<file path="src/rtl/serv_state_wide.sv">
// Control/state sequencer for a WIDTH-bit-per-cycle SERV datapath.
// Runs an optional INIT stage and an execute stage, each lasting 32/WIDTH counter cycles.
module serv_state_wide #(
  parameter int unsigned WIDTH    = 1,
  parameter bit          WITH_CSR = 1'b1
) (
  input  logic       i_clk,
  input  logic       i_rst_n,
  input  logic       i_new_irq,
  output logic       o_ibus_cyc,
  input  logic       i_ibus_ack,
  output logic       o_dbus_cyc,
  input  logic       i_dbus_ack,
  output logic       o_rf_rreq,
  output logic       o_rf_wreq,
  input  logic       i_rf_ready,
  output logic       o_rf_rd_en,
  input  logic       i_branch_op,
  input  logic       i_cond_branch,
  input  logic       i_cmp_true,
  input  logic       i_mem_op,
  input  logic       i_shift_op,
  input  logic       i_slt_op,
  input  logic       i_e_op,
  input  logic       i_rd_op,
  input  logic       i_sh_done,
  input  logic       i_ctrl_misalign,
  input  logic       i_mem_misalign,
  output logic       o_init,
  output logic       o_cnt_en,
  output logic [4:0] o_cnt,
  output logic       o_cnt_done,
  output logic [1:0] o_mem_bytecnt,
  output logic       o_ctrl_pc_en,
  output logic       o_ctrl_jump,
  output logic       o_ctrl_trap,
  output logic       o_bufreg_en
);

  localparam logic [4:0] CntStep = 5'(WIDTH);
  localparam logic [4:0] CntLast = 5'(32 - WIDTH);

  logic [4:0] r_cnt;
  logic       r_cnt_en;
  logic       r_init_done;
  logic       r_ctrl_jump;
  logic       r_misalign_trap;
  logic       r_stage_two_req;
  logic       r_ibus_cyc;

  logic       w_two_stage;
  logic       w_take_branch;
  logic       w_misalign_now;

  assign w_two_stage    = i_slt_op | i_mem_op | i_branch_op | i_shift_op;
  assign w_take_branch  = i_branch_op & (~i_cond_branch | i_cmp_true);
  // Misalignment is only ever trapped when CSR support exists.
  assign w_misalign_now = WITH_CSR & o_init &
                          ((w_take_branch & i_ctrl_misalign) | (i_mem_op & i_mem_misalign));

  assign o_init        = w_two_stage & ~i_new_irq & ~r_init_done;
  assign o_cnt_en      = r_cnt_en;
  assign o_cnt         = r_cnt;
  assign o_cnt_done    = r_cnt_en & (r_cnt == CntLast);
  assign o_mem_bytecnt = r_cnt[4:3];
  assign o_ctrl_pc_en  = r_cnt_en & ~o_init;
  assign o_ctrl_jump   = r_ctrl_jump;
  assign o_ctrl_trap   = WITH_CSR & (i_e_op | i_new_irq | r_misalign_trap);
  assign o_rf_rd_en    = i_rd_op & ~o_init;
  assign o_ibus_cyc    = r_ibus_cyc & i_rst_n;

  assign o_dbus_cyc = ~r_cnt_en & r_init_done & i_mem_op & ~i_mem_misalign;

  assign o_rf_rreq = i_ibus_ack | (r_stage_two_req & r_misalign_trap);

  assign o_rf_wreq = ~r_misalign_trap &
                     ((i_shift_op & i_sh_done & ~r_cnt_en & r_init_done) |
                      (i_mem_op & i_dbus_ack) |
                      (r_stage_two_req & (i_slt_op | i_branch_op)));

  // Shift phase between stages keeps the bufreg moving until the shifter reports done.
  assign o_bufreg_en = (r_cnt_en & (o_init | o_ctrl_trap | i_branch_op)) |
                       (i_shift_op & ~r_stage_two_req & ~r_cnt_en & r_init_done & ~i_sh_done);

  always_ff @(posedge i_clk or negedge i_rst_n) begin
    if (!i_rst_n) begin
      r_cnt    <= '0;
      r_cnt_en <= 1'b0;
    end else if (r_cnt_en) begin
      r_cnt <= r_cnt + CntStep;
      if (o_cnt_done) begin
        r_cnt_en <= 1'b0;
      end
    end else begin
      r_cnt <= '0;
      if (i_rf_ready) begin
        r_cnt_en <= 1'b1;
      end
    end
  end

  always_ff @(posedge i_clk or negedge i_rst_n) begin
    if (!i_rst_n) begin
      r_init_done     <= 1'b0;
      r_ctrl_jump     <= 1'b0;
      r_misalign_trap <= 1'b0;
      r_stage_two_req <= 1'b0;
    end else begin
      if (o_cnt_done) begin
        r_init_done     <= o_init & ~r_init_done;
        r_ctrl_jump     <= o_init & w_take_branch;
        r_misalign_trap <= w_misalign_now;
      end
      r_stage_two_req <= o_cnt_done & o_init;
    end
  end

  // Fetch request: set priority over ack when both land in the same cycle.
  always_ff @(posedge i_clk or negedge i_rst_n) begin
    if (!i_rst_n) begin
      r_ibus_cyc <= 1'b1;
    end else if (o_cnt_done & o_ctrl_pc_en) begin
      r_ibus_cyc <= 1'b1;
    end else if (i_ibus_ack) begin
      r_ibus_cyc <= 1'b0;
    end
  end

endmodule

</file>
<file path="config.mk">
export PLATFORM = sky130hd
export DESIGN_NAME = serv_state_wide
export DESIGN_NICKNAME = d
export VERILOG_FILES = /design/src/rtl/serv_state_wide.sv
export SDC_FILE = /design/constraint.sdc
export NUM_CORES = 1
export LEC_CHECK = 0
export ABC_CLOCK_PERIOD_IN_PS = 1700
export BUFFER_PORTS_ARGS = -buffer_cell sky130_fd_sc_hd__clkbuf_2
export CAP_MARGIN = 5
export CELL_PAD_IN_SITES_DETAIL_PLACEMENT = 0
export CELL_PAD_IN_SITES_GLOBAL_PLACEMENT = 1
export CORE_MARGIN = 2
export CORE_UTILIZATION = 29
export DETAILED_ROUTE_END_ITERATION = 16
export GPL_TIMING_DRIVEN = 0
export PLACE_DENSITY_LB_ADDON = 0.1
export SLEW_MARGIN = 15
export SYNTH_ARGS = -nofsm -noshare
export SYNTH_HDL_FRONTEND = slang
export SYNTH_SLANG_ARGS = --single-unit
</file>
<file path="constraint.sdc">
create_clock -name i_clk -period 1.7 [get_ports i_clk]
set_input_delay 0.255 -clock i_clk [delete_from_list [all_inputs] [get_ports i_clk]]
set_output_delay 0.255 -clock i_clk [all_outputs]
set_load 0.01 [all_outputs]
</file>
; Yosys cells after proc, flatten, opt, wreduce, memory -nomap -nowiden
; Cells that the tools add are included.
[word_totals]
ff_bits = 11
input_bits = 17
output_inout_bits = 19
word_cells = 68
[op_classes]
addsub = 1
n_eq_ne = 1
muxes = 6
bitwise_logic = 52
n_reduce_logical = 1
[ops]
columns = cell, count
row1 = bitwise AND 1 bit, 29
row2 = OR 1 bit, 14
row3 = inverter 1 bit, 9
row4 = "adder 5 x 1 -> 5 bit, second input constant", 1
row5 = "equality test 5 bit, second input constant", 1
row6 = 2-to-1 mux 1 bit, 5
row7 = 2-to-1 mux 5 bit, 1
row8 = nonzero test 2 bit, 1

; Depth between registers and ports, before layout
; Gate-level depths: netlist (run 1).
[depth]
depth_word = 9
depth_mapped = 6
mapped_depth_nobuf = 6

; Worst setup path before layout (run 1)
; Ideal clock, no wire load.
[synth_timing]
path_kind = flip-flop to output port
from = register r_cnt[0], in the netlist o_cnt[0]
to = output o_cnt_done
arrival_ps = 1262
required_time_ps = 1445
setup_slack_ps = 183
path_stages_with_launch = 6
path_buffers = 0
cell_sequence = dfrtp_1 ha_1 and3_1 ha_1 nand2_1 inv_1
[synth_between]
elab_chain_len = 2
[synth_lines]
columns = item, line_no
row1 = from (decl), 43  ; logic [4:0] r_cnt;
row2 = from (signal assigned), 90  ; r_cnt <= r_cnt + CntStep;
row3 = equality test 5 bit, 64  ; assign o_cnt_done = r_cnt_en & (r_cnt == CntLast);
row4 = bitwise AND 1 bit, 64
row5 = to (decl), 32  ; output logic o_cnt_done,
; No other way between the ends.

; Worst setup path after layout (run 1)
[layout_timing]
from = register r_init_done
to = output o_rf_rd_en
[layout_between]
elab_chain_len = 4
[layout_lines]
columns = item, line_no
row1 = from (decl), 45  ; logic r_init_done;
row2 = from (signal assigned), 110  ; r_init_done <= o_init & ~r_init_done;
row3 = inverter 1 bit, 61  ; assign o_init = w_two_stage & ~i_new_irq & ~r_init_done;
row4 = bitwise AND 1 bit, 61
row5 = inverter 1 bit, 69  ; assign o_rf_rd_en = i_rd_op & ~o_init;
row6 = bitwise AND 1 bit, 69
row7 = to (decl), 17  ; output logic o_rf_rd_en,
; No other way between the ends.

==> results of run 1 <==
[final cells by class]
type / count / area (µm²)
Sequential cell: 11 / 277.8
Timing Repair Buffer: 43 / 244.0
Multi-Input combinational cell: 40 / 305.3
Fill cell: 209 / 999.7
Tap cell: 27 / 33.78
Buffer: 4 / 37.54
Inverter: 4 / 17.52
Clock buffer: 4 / 26.28
[worst min-delay path by stage]
stage                           from                endpoint  slack, ps  cells after the start
final                     i_ibus_ack  r_ibus_cyc$_DFFE_PN1P_        160                      2
after floorplan              i_rst_n      o_cnt[0]$_DFF_PN0_        -40                      0
after global placement       i_rst_n      o_cnt[3]$_DFF_PN0_        160                      1
after global routing      i_ibus_ack  r_ibus_cyc$_DFFE_PN1P_        160                      2
after CTS                 i_ibus_ack  r_ibus_cyc$_DFFE_PN1P_        160                      2
after detailed placement     i_rst_n      o_cnt[3]$_DFF_PN0_        150                      1
[flip-flops by register name, indices dropped and copies added (netlist names)]
name	count
r_stage_two_req	1
r_ibus_cyc	1
r_misalign_trap	1
r_init_done	1
o_cnt	5
o_ctrl_jump	1
o_cnt_en	1
[routing by layer]
layer	global-route usage (%)	part of all wire (%)	vias up
met1	20.08	48	276
met4	5.238	0.79	0
met3	3.988	6.4	2
met2	19.14	45	22
met5	0	0	-
li1	-	-	302
[where the power goes]
part	switching (mW)	internal (mW)	leakage (nW)
registers	0.102	0.377	0.127
logic	0.311	0.401	0.339
clock network	0.0816	0.0907	0.0150
[kinds of logic (layout without fill, tap and decap cells)]
| logic type | count (synthesis) | in the layout | share of synthesized area, % |
|---|---|---|---|
| fa+ha+maj | 2 | 2 | 4.228 |
| simple gates | 24 | 24 | 24.31 |
| buf+inv | 8 | 55 | 6.551 |
| compound gates | 11 | 11 | 13.53 |
| xor+xnor | 2 | 2 | 2.960 |
| flops | 11 | 11 | 46.72 |
| mux | 1 | 1 | 1.691 |
[worst max-delay path: cells and delay by family, from the launching register on]
family        cells  cell delay (ps)
simple gates      2              540
flops             1              390
buf+inv           2              260
[cell usage after synthesis, drive strengths merged, types with 2 or more instances]
cell type and count:
dfrtp 10, and2 7, nand2 5, inv 4, buf 3, o21ai 3, a21o 2, ha 2
o31ai 2, or3 2
[metrics by stage]
stage | area, µm² | power [mW]
global route | 942.2 | 1.491
global placement | 800.8 | 1.039
finish | 942.2 | 1.363
floorplan | 591.8 | 0.8199
detailed placement | 800.8 | 1.047
CTS | 898.4 | 1.315
[what timing repair did]
| action | in CTS | in global routing |
|---|---|---|
| setup endpoints to repair | 6 | 6 |
| hold endpoints to repair | 10 | 0 |
| cloned | 0 | 0 |
| setup buffers | 4 | 3 |
| pin swaps | 2 | 2 |
| hold buffers | 1 | 0 |
| resized for setup | 10 | 11 |
==> summary.txt, run 1 <==
run status - finished, violations left
failing checks - negative setup slack
First-pass DRT Iterations - 4
1st-iter DRT viols - 5
commonest cells after routing, fill and taps aside - clkbuf_2, buf_4, dfrtp_1, and2_1, nand2_1
Die W - 49.18 µm
worst slack at placement - 2.498 ps
gr ovfl total - 0
Detailed Place HPWL - 1065 µm
total wire length - 1515 µm
Max Transition Viols Final - 0
initial antenna violation count - 0
first-pass GRT wire length - 2532 µm
CTS sink cnt - 11
Fin. Hold Viols - 0
Max stage delay cell, worst path - dfrtp_1
max_slew headroom - 83.01%
synthesized area - 591.8 µm²
GRT Util Overall - 13.83%
largest net degree at the start of global routing - 13
nets@finish - 126
Post-DRT Antenna Nets - 0
commonest non-fill, non-tap cell in the layout - clkbuf_2
Vias - 602
ys async rst share - 100.0%
Fin Hold WS - 158.3 ps
cell count of the worst reg-to-reg path - 6
Avg Vias per Cell - 4.526
height of the die - 49.18 µm
Pwr Density - 1447 nW/µm²
Syn Nets - 78
Slew @ Worst Pin - 251.6 ps
crit path to - o_rf_rd_en
post-layout util - 48.52%
Finish-stage setup viols - 1
R2R Setup Slk - 330 ps
initial core utilization - 30.48%
RR Endpoint - r_misalign_trap$_DFFE_PN0P_
DRC Markers - 0
I/O pins - 36
Setup WS post-layout - -7.309 ps
# placed instances - 121
max-cap violations - 0
Min Clock Period, post-route - 1707 ps
IO buf count - 35
Clk pin slew, worst setup/hold paths - 70 ps
r2r startpoint - o_cnt[1]$_DFF_PN0_
CTS Buffer Depth - 2
EDFF count, synth - 0
Setup crit start kind - register
CTS tree - done
synth warn - 0
unique cell type count in the Yosys netlist - 32
CTS root buf - clkbuf_4
P&R area growth vs syn - 59.20%
CTS Buf Count - 3
Avg WL per Cell - 11.39 µm
Antenna diodes - 0
worst clock skew - 5.068 ps
Synth area leaders - dfrtp_1, and2_1, dfstp_2, ha_1, nand2_1
sequential share of the synthesized area - 46.72%
layout cells sized above 1 - 55.66%
Clock Latency Late Sink - 260 ps
Req. time, crit path - 1440 ps
top_reg_cell synth - dfrtp_1
cell row count - 16
share of the synthesized area in the top cell type - 42.28%
die area - 2418 µm²
crit path launch - r_init_done$_DFFE_PN0P_
CP Class - reg2out
RSZ-0062 raised after global routing - yes
crit-path max FO - 4
critical path arrival - 1450 ps
H-tree depth - 1
placer congestion estimate - 0.7010
Setup crit end kind - primary output
filler-free cell count of the finished design - 133
min-delay worst type - in2reg
Core Region - 1942 µm²
Sum Neg Setup Slack - -7.309 ps
Synth Area per Inst - 10.03 µm²
achievable frequency - 585.7 MHz
Post-Syn Instances - 59
largest stage delay on the critical path - 390 ps
critical path cell sequence - or3_1 > buf_6 > and2_2 > clkbuf_2
Max IR drop VDD - 1.097 mV
synthesis-stage register bit count - 11
number of global-route vias before repair - 548
Synth area leader - dfrtp_1
final period utilization - 100.4%
cell leakage power - 0.4810 nW
(Power assumes the default switching activity.)
==> run 2, diff against run 1 <==
ABC_CLOCK_PERIOD_IN_PS = 2000   (was 1700)
CORE_UTILIZATION = 31   (was 29)
RECOVER_POWER = 100   (was unset)
clock period = 2 ns   (was 1.7 ns; I/O delays follow)
==> summary.txt, run 2 (synthesis results as in run 1) <==
metal2 WL - 668 µm (was 682 µm)
post-CTS setup buffer count - 0 (was 4)
Max Transition Viols Final - 0 (unchanged)
CP delay by family, top - flip-flops (was simple AND/OR/NAND/NOR gates)
CTS sink cnt - 11 (unchanged)
First-pass DRT Iterations - 4 (unchanged)
initial antenna violation count - 0 (unchanged)
die area - 2275 µm² (was 2418 µm²)
max_slew headroom - 75.49% (was 83.01%)
IO buf count - 35 (unchanged)
Vias - 578 (was 602)
cell row count - 15 (was 16)
first-pass GRT wire length - 2049 µm (was 2532 µm)
1st-iter DRT viols - 8 (was 5)
metal3 WL - 90 µm (was 97 µm)
min-delay worst type - in2reg (unchanged)
critical path cell sequence - or3_1 > buf_2 > inv_1 > a21o_1 > clkbuf_1 (was or3_1 > buf_6 > and2_2 > clkbuf_2)
placer congestion estimate - 0.7497 (was 0.7010)
Min Clock Period, post-route - 1881 ps
initial core utilization - 33.55% (was 30.48%)
Fin. Hold Viols - 0 (unchanged)
Max IR drop VDD - 0.7033 mV (was 1.097 mV)
layout cells sized above 1 - 28.28% (was 55.66%)
Clk pin slew, worst setup/hold paths - 70 ps (about the same)
CTS Buf Count - 3 (unchanged)
Avg WL per Cell - 11.03 µm (was 11.39 µm)
CTS Buffer Depth - 2 (unchanged)
max-cap violations - 0 (unchanged)
Slew @ Worst Pin - 367.6 ps (was 251.6 ps)
max reg flops - 5 (unchanged)
Internal - 0.6129 mW (was 0.8686 mW)
final period utilization - 94.06%
Max stage delay cell, worst path - dfrtp_1 (unchanged)
cell leakage power - 0.3868 nW (was 0.4810 nW)
H-tree depth - 1 (unchanged)
WP buf/inv - 3 (was 2)
height of the die - 47.70 µm (was 49.18 µm)
Core Region - 1764 µm² (was 1942 µm²)
Psw - 0.3757 mW (was 0.4947 mW)
CP Class - reg2out (unchanged)
RSZ-0062 raised after global routing - no (was yes)
Flop pwr share - 41.7% (was 35.1%)
R2R Setup Slk - 620 ps (was 330 ps)
commonest cells after routing, fill and taps aside - clkbuf_1, clkbuf_2, dfrtp_1 (was clkbuf_2, buf_4, dfrtp_1, and2_1, nand2_1)
P&R area growth vs syn - 38.05% (was 59.20%)
Die W - 47.70 µm (was 49.18 µm)
Comb pwr share - 43.7% (was 52.2%)
Antenna diodes - 0 (unchanged)
Setup crit start kind - register (unchanged)
worst clock skew - 1.657 ps (was 5.068 ps)
Avg Vias per Cell - 4.661 (was 4.526)
Pwr Density - 1210 nW/µm² (was 1447 nW/µm²)
sw frac - 38.00% (was 36.29%)
Setup crit end kind - primary output (unchanged)
gr ovfl total - 0 (unchanged)
Clock Latency Late Sink - 260 ps (about the same)
Post-DRT Antenna Nets - 0 (unchanged)
CTS root buf - clkbuf_4 (unchanged)
run status - complete, no violations (was finished, violations left)
GRT Util Overall - 13.08% (was 13.83%)
CTS tree - done (unchanged)
commonest non-fill, non-tap cell in the layout - clkbuf_1 (was clkbuf_2)
achievable frequency - 531.6 MHz
nets@finish - 119 (was 126)
DRC Markers - 0 (unchanged)
total wire length - 1368 µm (was 1515 µm)
M1 WL - 610 µm (was 722 µm)
Top Layer Used - met3 (was met4)
number of global-route vias before repair - 465 (was 548)
I/O pins - 36 (unchanged)
worst slack at placement - 280.8 ps (was 2.498 ps)
critical path arrival - 1580 ps (was 1450 ps)
clock power share - 14.6% (was 12.6%)
Finish-stage setup viols - 0 (was 1)
Detailed Place HPWL - 1103 µm (was 1065 µm)
largest stage delay on the critical path - 420 ps (was 390 ps)
largest net degree at the start of global routing - 13 (unchanged)
crit-path max FO - 7 (was 4)
Setup WS post-layout - 118.8 ps (was -7.309 ps)
Sum Neg Setup Slack - 0 ps (was -7.309 ps)
Req. time, crit path - 1700 ps (was 1440 ps)
run 2: cell types whose count changed in the layout (fill, tap and decap cells not counted), moves of 2 or more:
cell and delta:
clkbuf_1 +19, buf_4 -7, clkbuf_2 -14, buf_6 -3
buf_2 -2
run 2: final timing paths:
path	start	end	cells after the start
max	r_init_done$_DFFE_PN0P_	o_bufreg_en	5
min	i_ibus_ack	r_ibus_cyc$_DFFE_PN1P_	2
min reg2reg	r_ibus_cyc$_DFFE_PN1P_	r_ibus_cyc$_DFFE_PN1P_	2
min in group asynchronous	i_rst_n	o_cnt[1]$_DFF_PN0_	2
max reg2reg	o_cnt[0]$_DFF_PN0_	r_misalign_trap$_DFFE_PN0P_	5
max in group asynchronous	i_rst_n	r_ibus_cyc$_DFFE_PN1P_	2
run 2: metrics by stage:
stage / power [mW] / cell area (µm²) / hold slack [ps] / util, % / instances
2_1_floorplan: 0.6969 / 591.8 / 4.409 / - / 59
3_3_place_gp: 0.8799 / 798.3 / 195.8 / 45.25 / 119
3_5_place_dp: 0.8832 / 798.3 / 193.0 / 45.25 / 119
4_1_cts: 1.041 / 837.1 / 200.8 / 47.45 / 124
5_1_grt: 1.081 / 817.0 / 220.4 / 46.31 / 124
6_report: 0.9886 / 817.0 / 209.4 / 46.31 / 124
run 2: area by class of cell:
type	count	area (µm²)
Fill cell	202	947.2
Multi-Input combinational cell	40	281.5
Sequential cell	11	276.5
Timing Repair Buffer	36	162.7
Tap cell	25	31.28
Clock buffer	4	26.28
Buffer	4	23.77
Inverter	4	15.01
run 2: power by group through the flow:
stage | clock network (mW) | logic [mW] | registers (mW)
floorplan | 0 | 0.269 | 0.428
global placement | 0 | 0.465 | 0.415
detailed placement | 0 | 0.469 | 0.414
CTS | 0.152 | 0.478 | 0.411
global route | 0.164 | 0.491 | 0.426
finish | 0.144 | 0.432 | 0.412
run 2: routing by layer:
| metal | vias up | track usage (%) |
|---|---|---|
| met1 | 267 | 18.03 |
| met2 | 20 | 19.73 |
| met3 | 0 | 4.528 |
| met5 | - | 0 |
| met4 | 0 | 3.243 |
| li1 | 291 | - |
run 2: repair_timing:
item	in CTS	in global routing
setup endpoints to repair	1	1
gates resized for setup	1	2
endpoints found under the hold margin	10	0
hold buffers	1	0
==> run 3, diff against run 2 <==
CTS_CLUSTER_SIZE = 30   (was unset)
MAX_ROUTING_LAYER = met4   (was unset)
SETUP_SLACK_MARGIN = 0.1   (was unset)
==> summary.txt, run 3 (synthesis results as in run 1) <==
run status - complete, no violations (unchanged)
PnR Total Power - 1.041 mW (was 0.9886 mW)
R2R Setup Slk - 500 ps (was 620 ps)
Die W - 47.70 µm (unchanged)
Vias - 602 (was 578)
Avg Vias per Cell - 4.631 (was 4.661)
total wire length - 1454 µm (was 1368 µm)
number of global-route vias before repair - 464 (was 465)
CTS Buf Count - 3 (unchanged)
height of the die - 47.70 µm (unchanged)
CTS root buf - clkbuf_4 (unchanged)
RSZ-0062 raised after global routing - no (unchanged)
commonest non-fill, non-tap cell in the layout - clkbuf_1 (unchanged)
Setup crit start kind - register (unchanged)
r2r startpoint - o_cnt[0]$_DFF_PN0_ (unchanged)
Slew @ Worst Pin - 374.3 ps (was 367.6 ps)
CP Class - reg2out (unchanged)
crit path to - o_bufreg_en (unchanged)
DRC Markers - 0 (unchanged)
critical path arrival - 1560 ps (was 1580 ps)
first-pass GRT wire length - 2035 µm (was 2049 µm)
worst slack at placement - 280.8 ps (unchanged)
H-tree depth - 1 (unchanged)
Avg WL per Cell - 11.18 µm (was 11.03 µm)
Antenna diodes - 0 (unchanged)
I/O pins - 36 (unchanged)
nets@finish - 125 (was 119)
CTS tree - done (unchanged)
Max Transition Viols Final - 0 (unchanged)
max reg flops - 5 (unchanged)
commonest cells after routing, fill and taps aside - clkbuf_1, clkbuf_2, dfrtp_1, clkbuf_4 (was clkbuf_1, clkbuf_2, dfrtp_1)
initial antenna violation count - 0 (unchanged)
max_slew headroom - 75.05% (was 75.49%)
Max IR drop VDD - 0.7089 mV (was 0.7033 mV)
IO buf count - 35 (unchanged)
min-delay worst type - in2reg (unchanged)
max-cap violations - 0 (unchanged)
1st-iter DRT viols - 8 (unchanged)
Setup WS post-layout - 142.3 ps (was 118.8 ps)
Finish-stage setup viols - 0 (unchanged)
RR Endpoint - r_misalign_trap$_DFFE_PN0P_ (unchanged)
die area - 2275 µm² (unchanged)
placer congestion estimate - 0.7593 (was 0.7497)
achievable frequency - 538.3 MHz (was 531.6 MHz)
CTS Buffer Depth - 2 (unchanged)
largest net degree at the start of global routing - 13 (unchanged)
Fin. Hold Viols - 0 (unchanged)
Clock Latency Late Sink - 260 ps (about the same)
cell count of the worst reg-to-reg path - 6 (was 5)
Core Region - 1764 µm² (unchanged)
GRT Util Overall - 13.42% (was 13.08%)
Sum Neg Setup Slack - 0 ps (unchanged)
Pwr Density - 1201 nW/µm² (was 1210 nW/µm²)
Post-DRT Antenna Nets - 0 (unchanged)
Setup crit end kind - primary output (unchanged)
gr ovfl total - 0 (unchanged)
crit-path max FO - 7 (unchanged)
crit path launch - r_init_done$_DFFE_PN0P_ (unchanged)
Detailed Place HPWL - 1103 µm (unchanged)
cell row count - 15 (unchanged)
final period utilization - 92.88% (was 94.06%)
cell leakage power - 0.4132 nW (was 0.3868 nW)
worst clock skew - 1.136 ps (was 1.657 ps)
initial core utilization - 33.55% (unchanged)
Req. time, crit path - 1700 ps (about the same)
layout cells sized above 1 - 34.29% (was 28.28%)
CTS sink cnt - 11 (unchanged)
First-pass DRT Iterations - 4 (unchanged)
P&R area growth vs syn - 46.51% (was 38.05%)
Clk pin slew, worst setup/hold paths - 70 ps (about the same)
Min Clock Period, post-route - 1858 ps (was 1881 ps)
[run 3: changes by cell type in the layout (fill, tap and decap cells not counted), sizes merged]
| cell | previous run | this run |
|---|---|---|
| buf | 3 | 5 |
| clkbuf | 40 | 44 |
[run 3: how the worst min path moves through the flow]
stage / startpoint / end / slack, ps / depth (start not counted)
4_1_cts: i_ibus_ack / r_ibus_cyc$_DFFE_PN1P_ / 200 / 2
3_5_place_dp: i_rst_n / o_cnt[3]$_DFF_PN0_ / 190 / 1
6_report: i_ibus_ack / r_ibus_cyc$_DFFE_PN1P_ / 210 / 2
3_3_place_gp: i_rst_n / o_cnt[3]$_DFF_PN0_ / 200 / 1
5_1_grt: i_ibus_ack / r_ibus_cyc$_DFFE_PN1P_ / 220 / 2
2_1_floorplan: i_rst_n / o_cnt[0]$_DFF_PN0_ / 4 / 0
[run 3: layer usage]
layer	up-vias	wire (µm)	track usage, %
met5	-	0	-
met4	0	0	3.243
met3	0	76	4.528
met2	16	740	19.73
met1	284	637	17.80
li1	302	-	-
[run 3: final cells by class]
type                    instances  area (µm²)
plain buffers                   4       23.77
inverters                       4       15.01
flip-flops and latches         11       276.5
clock buffers                   4       26.28
repair buffers                 42       207.7
well taps                      25       31.28
fillers                       201       897.1
multi-input cells              40       286.5
[run 3: timing repair]
item,CTS,global route
setup buffers,0,6
hold buffers,1,0
pin swaps,1,0
setup endpoints to repair,1,3
hold endpoints to repair,10,0
resized for setup,3,3
[run 3: power breakdown]
part | leakage (nW) | internal, mW | switching [mW]
Sequential | 0.127 | 0.320 | 0.0926
Combinational | 0.271 | 0.251 | 0.233
Clock | 0.0150 | 0.0770 | 0.0676
Total | 0.413 | 0.648 | 0.393
[run 3: stage by stage]
stage	hold slack [ps]	std cells	area, µm²	util [%]
3_3_place_gp	195.8	119	798.3	45.25
3_5_place_dp	193.0	119	798.3	45.25
2_1_floorplan	4.409	59	591.8	-
4_1_cts	200.8	124	844.6	47.87
5_1_grt	220.0	130	867.1	49.15
6_report	208.4	130	867.1	49.15
[run 3: worst max-delay path, stage by stage (launching register included)]
cell and delay (ps):
dfrtp_1 420, or3_1 370, buf_2 170, inv_2 70, a21o_1 110, clkbuf_1 160
